## src/rtl/dallanma_cozum_kuyrugu.sv

```systemverilog
// Branch resolution queue: holds in-flight predictions in program order and reports
// outcome / misprediction. Optional DALLANMA_ISTATISTIK_EN adds resolve/mispredict counters.
module dallanma_cozum_kuyrugu #(
  parameter int unsigned DERINLIK = 4,
  parameter int unsigned PC_W     = 32
) (
  input  logic                          i_saat,
  input  logic                          i_reset,
  input  logic                          i_ongoru_gecerli,
  input  logic                          i_ongoru,
  input  logic [PC_W-1:0]               i_ongoru_pc,
  input  logic [PC_W-1:0]               i_ongoru_hedef,
  output logic                          o_kuyruk_dolu,
  output logic                          o_kuyruk_bos,
  output logic [$clog2(DERINLIK):0]     o_doluluk,
  input  logic                          i_cozum_gecerli,
  input  logic                          i_gercek_atladi,
  input  logic [PC_W-1:0]               i_gercek_hedef,
  output logic                          o_buyruk_atladi,
  output logic                          o_guncelle_gecerli,
  output logic                          o_ongoru_yanlis,
  output logic [PC_W-1:0]               o_duzeltme_pc,
`ifdef DALLANMA_ISTATISTIK_EN
  output logic [31:0]                   o_toplam_dallanma,
  output logic [31:0]                   o_yanlis_sayisi,
`endif
  output logic                          o_hata
);

  localparam int unsigned AW = $clog2(DERINLIK);
  localparam int unsigned CW = AW + 1;

  typedef enum logic {CALIS, TEMIZLE} durum_t;

  durum_t          durum, sonraki_durum;
  logic [AW-1:0]   bas, kuyruk;
  logic [CW-1:0]   sayac;

  logic            ongoru_m [DERINLIK];
  logic [PC_W-1:0] pc_m     [DERINLIK];
  logic [PC_W-1:0] hedef_m  [DERINLIK];

  logic            bas_ongoru;
  logic [PC_W-1:0] bas_pc, bas_hedef, duzeltme;
  logic            cek, alt_tasma, ust_tasma, yanlis, temizle, yaz, yer_var;

  always_comb begin
    bas_ongoru    = ongoru_m[bas];
    bas_pc        = pc_m[bas];
    bas_hedef     = hedef_m[bas];
    cek           = i_cozum_gecerli & (sayac != '0);
    alt_tasma     = i_cozum_gecerli & (sayac == '0);
    yanlis        = (bas_ongoru != i_gercek_atladi) |
                    (bas_ongoru & i_gercek_atladi & (bas_hedef != i_gercek_hedef));
    temizle       = cek & yanlis;
    // A same-cycle pop frees a slot, so the full check uses the post-pop count.
    yer_var       = (sayac - CW'(cek)) < CW'(DERINLIK);
    yaz           = i_ongoru_gecerli & (durum == CALIS) & yer_var & ~temizle;
    ust_tasma     = i_ongoru_gecerli & (durum == CALIS) & ~yer_var;
    duzeltme      = i_gercek_atladi ? i_gercek_hedef : bas_pc + PC_W'(4);
    sonraki_durum = temizle ? TEMIZLE : CALIS;
  end

  always_ff @(posedge i_saat or negedge i_reset) begin
    if (!i_reset) begin
      durum              <= CALIS;
      bas                <= '0;
      kuyruk             <= '0;
      sayac              <= '0;
      o_guncelle_gecerli <= 1'b0;
      o_buyruk_atladi    <= 1'b0;
      o_ongoru_yanlis    <= 1'b0;
      o_duzeltme_pc      <= '0;
      o_hata             <= 1'b0;
    end else begin
      durum              <= sonraki_durum;
      o_guncelle_gecerli <= cek;
      o_buyruk_atladi    <= cek & i_gercek_atladi;
      o_ongoru_yanlis    <= temizle;
      o_duzeltme_pc      <= temizle ? duzeltme : '0;
      if (ust_tasma | alt_tasma) o_hata <= 1'b1;
      if (temizle) begin
        bas   <= kuyruk;
        sayac <= '0;
      end else begin
        bas    <= bas + AW'(cek);
        kuyruk <= kuyruk + AW'(yaz);
        sayac  <= sayac + CW'(yaz) - CW'(cek);
      end
    end
  end

  always_ff @(posedge i_saat) begin
    if (yaz) begin
      ongoru_m[kuyruk] <= i_ongoru;
      pc_m[kuyruk]     <= i_ongoru_pc;
      hedef_m[kuyruk]  <= i_ongoru_hedef;
    end
  end

`ifdef DALLANMA_ISTATISTIK_EN
  always_ff @(posedge i_saat or negedge i_reset) begin
    if (!i_reset) begin
      o_toplam_dallanma <= '0;
      o_yanlis_sayisi   <= '0;
    end else if (cek) begin
      if (o_toplam_dallanma != '1) o_toplam_dallanma <= o_toplam_dallanma + 32'd1;
      if (yanlis && o_yanlis_sayisi != '1) o_yanlis_sayisi <= o_yanlis_sayisi + 32'd1;
    end
  end
`endif

  assign o_kuyruk_dolu = (sayac == CW'(DERINLIK));
  assign o_kuyruk_bos  = (sayac == '0);
  assign o_doluluk     = sayac;

endmodule
```

## config.mk

```make
export PLATFORM = sky130hd
export DESIGN_NAME = dallanma_cozum_kuyrugu
export DESIGN_NICKNAME = d
export VERILOG_FILES = /design/src/rtl/dallanma_cozum_kuyrugu.sv
export SDC_FILE = /design/constraint.sdc
export NUM_CORES = 1
export LEC_CHECK = 0
export ABC_AREA = 0
export BUFFER_PORTS_ARGS = -buffer_cell sky130_fd_sc_hd__buf_2
export CORE_MARGIN = 2
export CORE_UTILIZATION = 30
export CTS_BUF_LIST = sky130_fd_sc_hd__clkbuf_2 sky130_fd_sc_hd__clkbuf_4 sky130_fd_sc_hd__clkbuf_8
export DETAILED_ROUTE_END_ITERATION = 12
export PLACE_DENSITY = 0.5
export SETUP_SLACK_MARGIN = 0.02
export SLEW_MARGIN = 20
export SYNTH_ARGS = -nofsm -noshare
export SYNTH_HDL_FRONTEND = slang
export SYNTH_SLANG_ARGS = --single-unit
```

## constraint.sdc

```tcl
create_clock -name i_saat -period 13.8 [get_ports i_saat]
set_input_delay 4.14 -clock i_saat [delete_from_list [all_inputs] [get_ports i_saat]]
set_output_delay 4.14 -clock i_saat [all_outputs]
set_load 0.01 [all_outputs]
```

==> flow_summary.ini <==
[outcome]
status = finished, final reports clean

[cells_and_area]
area_growth_pct = 20.3
fin_util = 0.366
drive_gt1_frac = 0.377
nNetsFinal = 927

[power]
internal-power_mw = 2.08
report.power.total_mw = 3.03
comb_power_share = 0.292
ir_worst_vdd_v = 0.000109
switchingPower_mw = 0.949
swShare = 0.313
pwr-share-clk = 0.279
power_density_nw_per_um2 = 208
p_seq_frac = 0.429
leakagePower_nw = 5.16

[grt]
busiest_layer = met2
grtUsageMet1 = 0.212
grt_max_degree = 44
use_met3 = 0.0463
grt.total_usage = 0.148
antenna_found_initial = 11
gr-total-overflow = 0
grt_pass1_vias = 6724
use_met2 = 0.220
grt_pass1_wl_mm = 44.5

[clock_tree]
cts_tree = yes
cts_buffers = 52
clock_sinks = 303
clk_pin_slew_ps = 60
clock_latency_ps = 580
cts_setup_buffers = 0
ctsHoldBuffers = 0
clockBufferDepth = 3
htree_levels = 2
clock-root-buffer = clkbuf_8
cts_resized = 0

[synthesis]
synth-seq-area-share = 0.734
syn_inst = 634
synth.avg_cell_area_sq_um = 19.1
syn_nets = 743
synth_most_common_cell = edfxtp_1
synth_edf_count = 260
synth_seq_cells = 303
yosys_most_used_dff = edfxtp_1
syn_area_sq_um = 12100
synth_top_area_share = 0.645
async_flop_share = 0.142
ys_types = 39
ys_warn_count = 0
synth_top_area_cell = edfxtp_1
synth.top_cells.by_area = edfxtp_1 (65%), mux4_2 (12%), dfrtp_1 (8.9%)
synth_commonest_cells = edfxtp_1 (260), mux4_2 (63), dfrtp_1 (43), nor2_1 (43), xnor2_1 (38)

[critical_path]
end_kind = flop
path_class = primary input to flop
cp_data_arrival_time_ps = 7330
cp-start-kind = primary input
r2r_cells = 10
path_max_fanout = 36
cp.required_ps = 14000

[sta]
min_period_over_period = 0.517
setup-tns-final_ps = 0
fin_worst_skew_ps = 27.0
worst_pin_slew_ps = 835
hold_viol = 0
slew_headroom = 0.443
max_freq_mhz = 140
setup_viol = 0
slew_viol_final = 0
rsz0062_at_grt = false
min_period_ps = 7140

[drt]
drtIter0Drc = 421
vias = 6453
wl_per_cell_um = 22.1
avgViaCountPerCell = 4.65
drc = 0
wl_mm = 30.7
ant_nets = 0
dr.pass1.iters = 5

[run]
drv_cap = 0

[floorplan]
core.rowCount = 73
die_area_sq_um = 42000
core_sq_um = 39800
ios = 143
start_util = 0.304
die_height_um = 205
die-width_um = 205

[min_path]
holdPathStages = 1
min_path_type = flop to flop

[placed_design]
dp_hpwl_mm = 20.3
gp_congestion = 0.747
io_buffers = 142
==> cells in the final DEF, fill, tap and decap left out, drive strengths merged, types with 2 or more instances in the layout <==
cell	count
nor4	2
clkbuf	89
inv	10
nand2	21
edfxtp	260
and4	3
a211oi	14
xor2	24
a21oi	14
nand3	11
nor2b	3
and2	9
nor3	4
ha	6
and3	5
buf	155
o21ai	4
nand2b	2
dfrtp	43
nor2	43
xnor2	38
nand4	14
mux2	3
nor3b	2
mux4	65
mux2i	4
clkinv	5
diode	2
==> logic make-up (layout without fill, tap and decap cells) <==
kind of cell | count (synthesis) | in the layout | synth area share
AOI/OAI and AO/OA | 37 | 37 | 0.0197
xor gates and xnor gates | 62 | 62 | 0.0449
adders and majority gates | 7 | 7 | 0.00786
buffers and inverters | 33 | 261 | 0.0160
DFF | 303 | 303 | 0.734
muxes | 72 | 72 | 0.128
other | 0 | 2 | 0
and+or+nand+nor | 120 | 120 | 0.0499
==> per-stage QoR <==
stage	area (sq um)	cells	worst slack (ps)	hold WS [ps]
after floorplan	12100	634	3490	505
after global placement	13400	1289	6070	448
after detailed placement	13400	1289	6060	454
after CTS	14600	1387	6670	467
after global routing	14600	1387	6540	485
final	14600	1389	6660	466
==> metal layers <==
metal  routed length (um)  up-vias  share of wire
li1                     -     2890              -
met1                14200     3276           0.46
met2                13700      212           0.44
met3                 2350       57          0.076
met4                  441       18          0.014
met5                   99        -         0.0032
==> area by class of cell <==
type / instances / area [sq um]
antenna: 2 / 5.00
clock buffer: 89 / 1040
clock inverter: 9 / 77.6
fill: 3845 / 25300
inverter: 8 / 30.0
multi-input combinational: 298 / 3060
sequential: 303 / 8890
tap: 525 / 657
timing repair buffer: 155 / 808
==> sequential cells by signal, summed over array words and instances (netlist names) <==
register            count
durum                   1
kuyruk                  2
o_hata                  1
bas                     2
o_guncelle_gecerli      1
o_doluluk               3
ongoru_m                4
o_duzeltme_pc          32
o_buyruk_atladi         1
pc_m                  128
hedef_m               128
==> path summary, 6_finish.rpt <==
path | slack (ps) | startpoint | end
setup / recovery | 6660 | i_gercek_hedef[19] | hedef_m[3][3]$_DFFE_PP_
hold / removal | 470 | o_hata$_DFFE_PN0P_ | o_hata$_DFFE_PN0P_
setup reg to reg | 7920 | bas[0]$_DFF_PN0_ | hedef_m[3][3]$_DFFE_PP_
hold reg to reg | 470 | o_hata$_DFFE_PN0P_ | o_hata$_DFFE_PN0P_
max in group asynchronous | 9610 | i_reset | bas[0]$_DFF_PN0_
min in group asynchronous | 3670 | i_reset | durum$_DFF_PN0_
==> power groups by stage <==
stage,clock (mW),sequential [mW],combinational (mW)
after floorplan,0,1.29,0.635
after global placement,0,1.32,0.907
after detailed placement,0,1.32,0.904
after CTS,0.874,1.30,0.909
after global routing,0.912,1.32,0.964
final,0.846,1.30,0.883
==> critical path: stages <==
cell and delay [ps]:
buf_2 110, xnor2_1 160, nand4_1 290, nor4_2 360
a21boi_1 210, o41a_1 580, inv_2 100, and3_2 740
buf_4 600
Power figures use the tool's default switching activity.
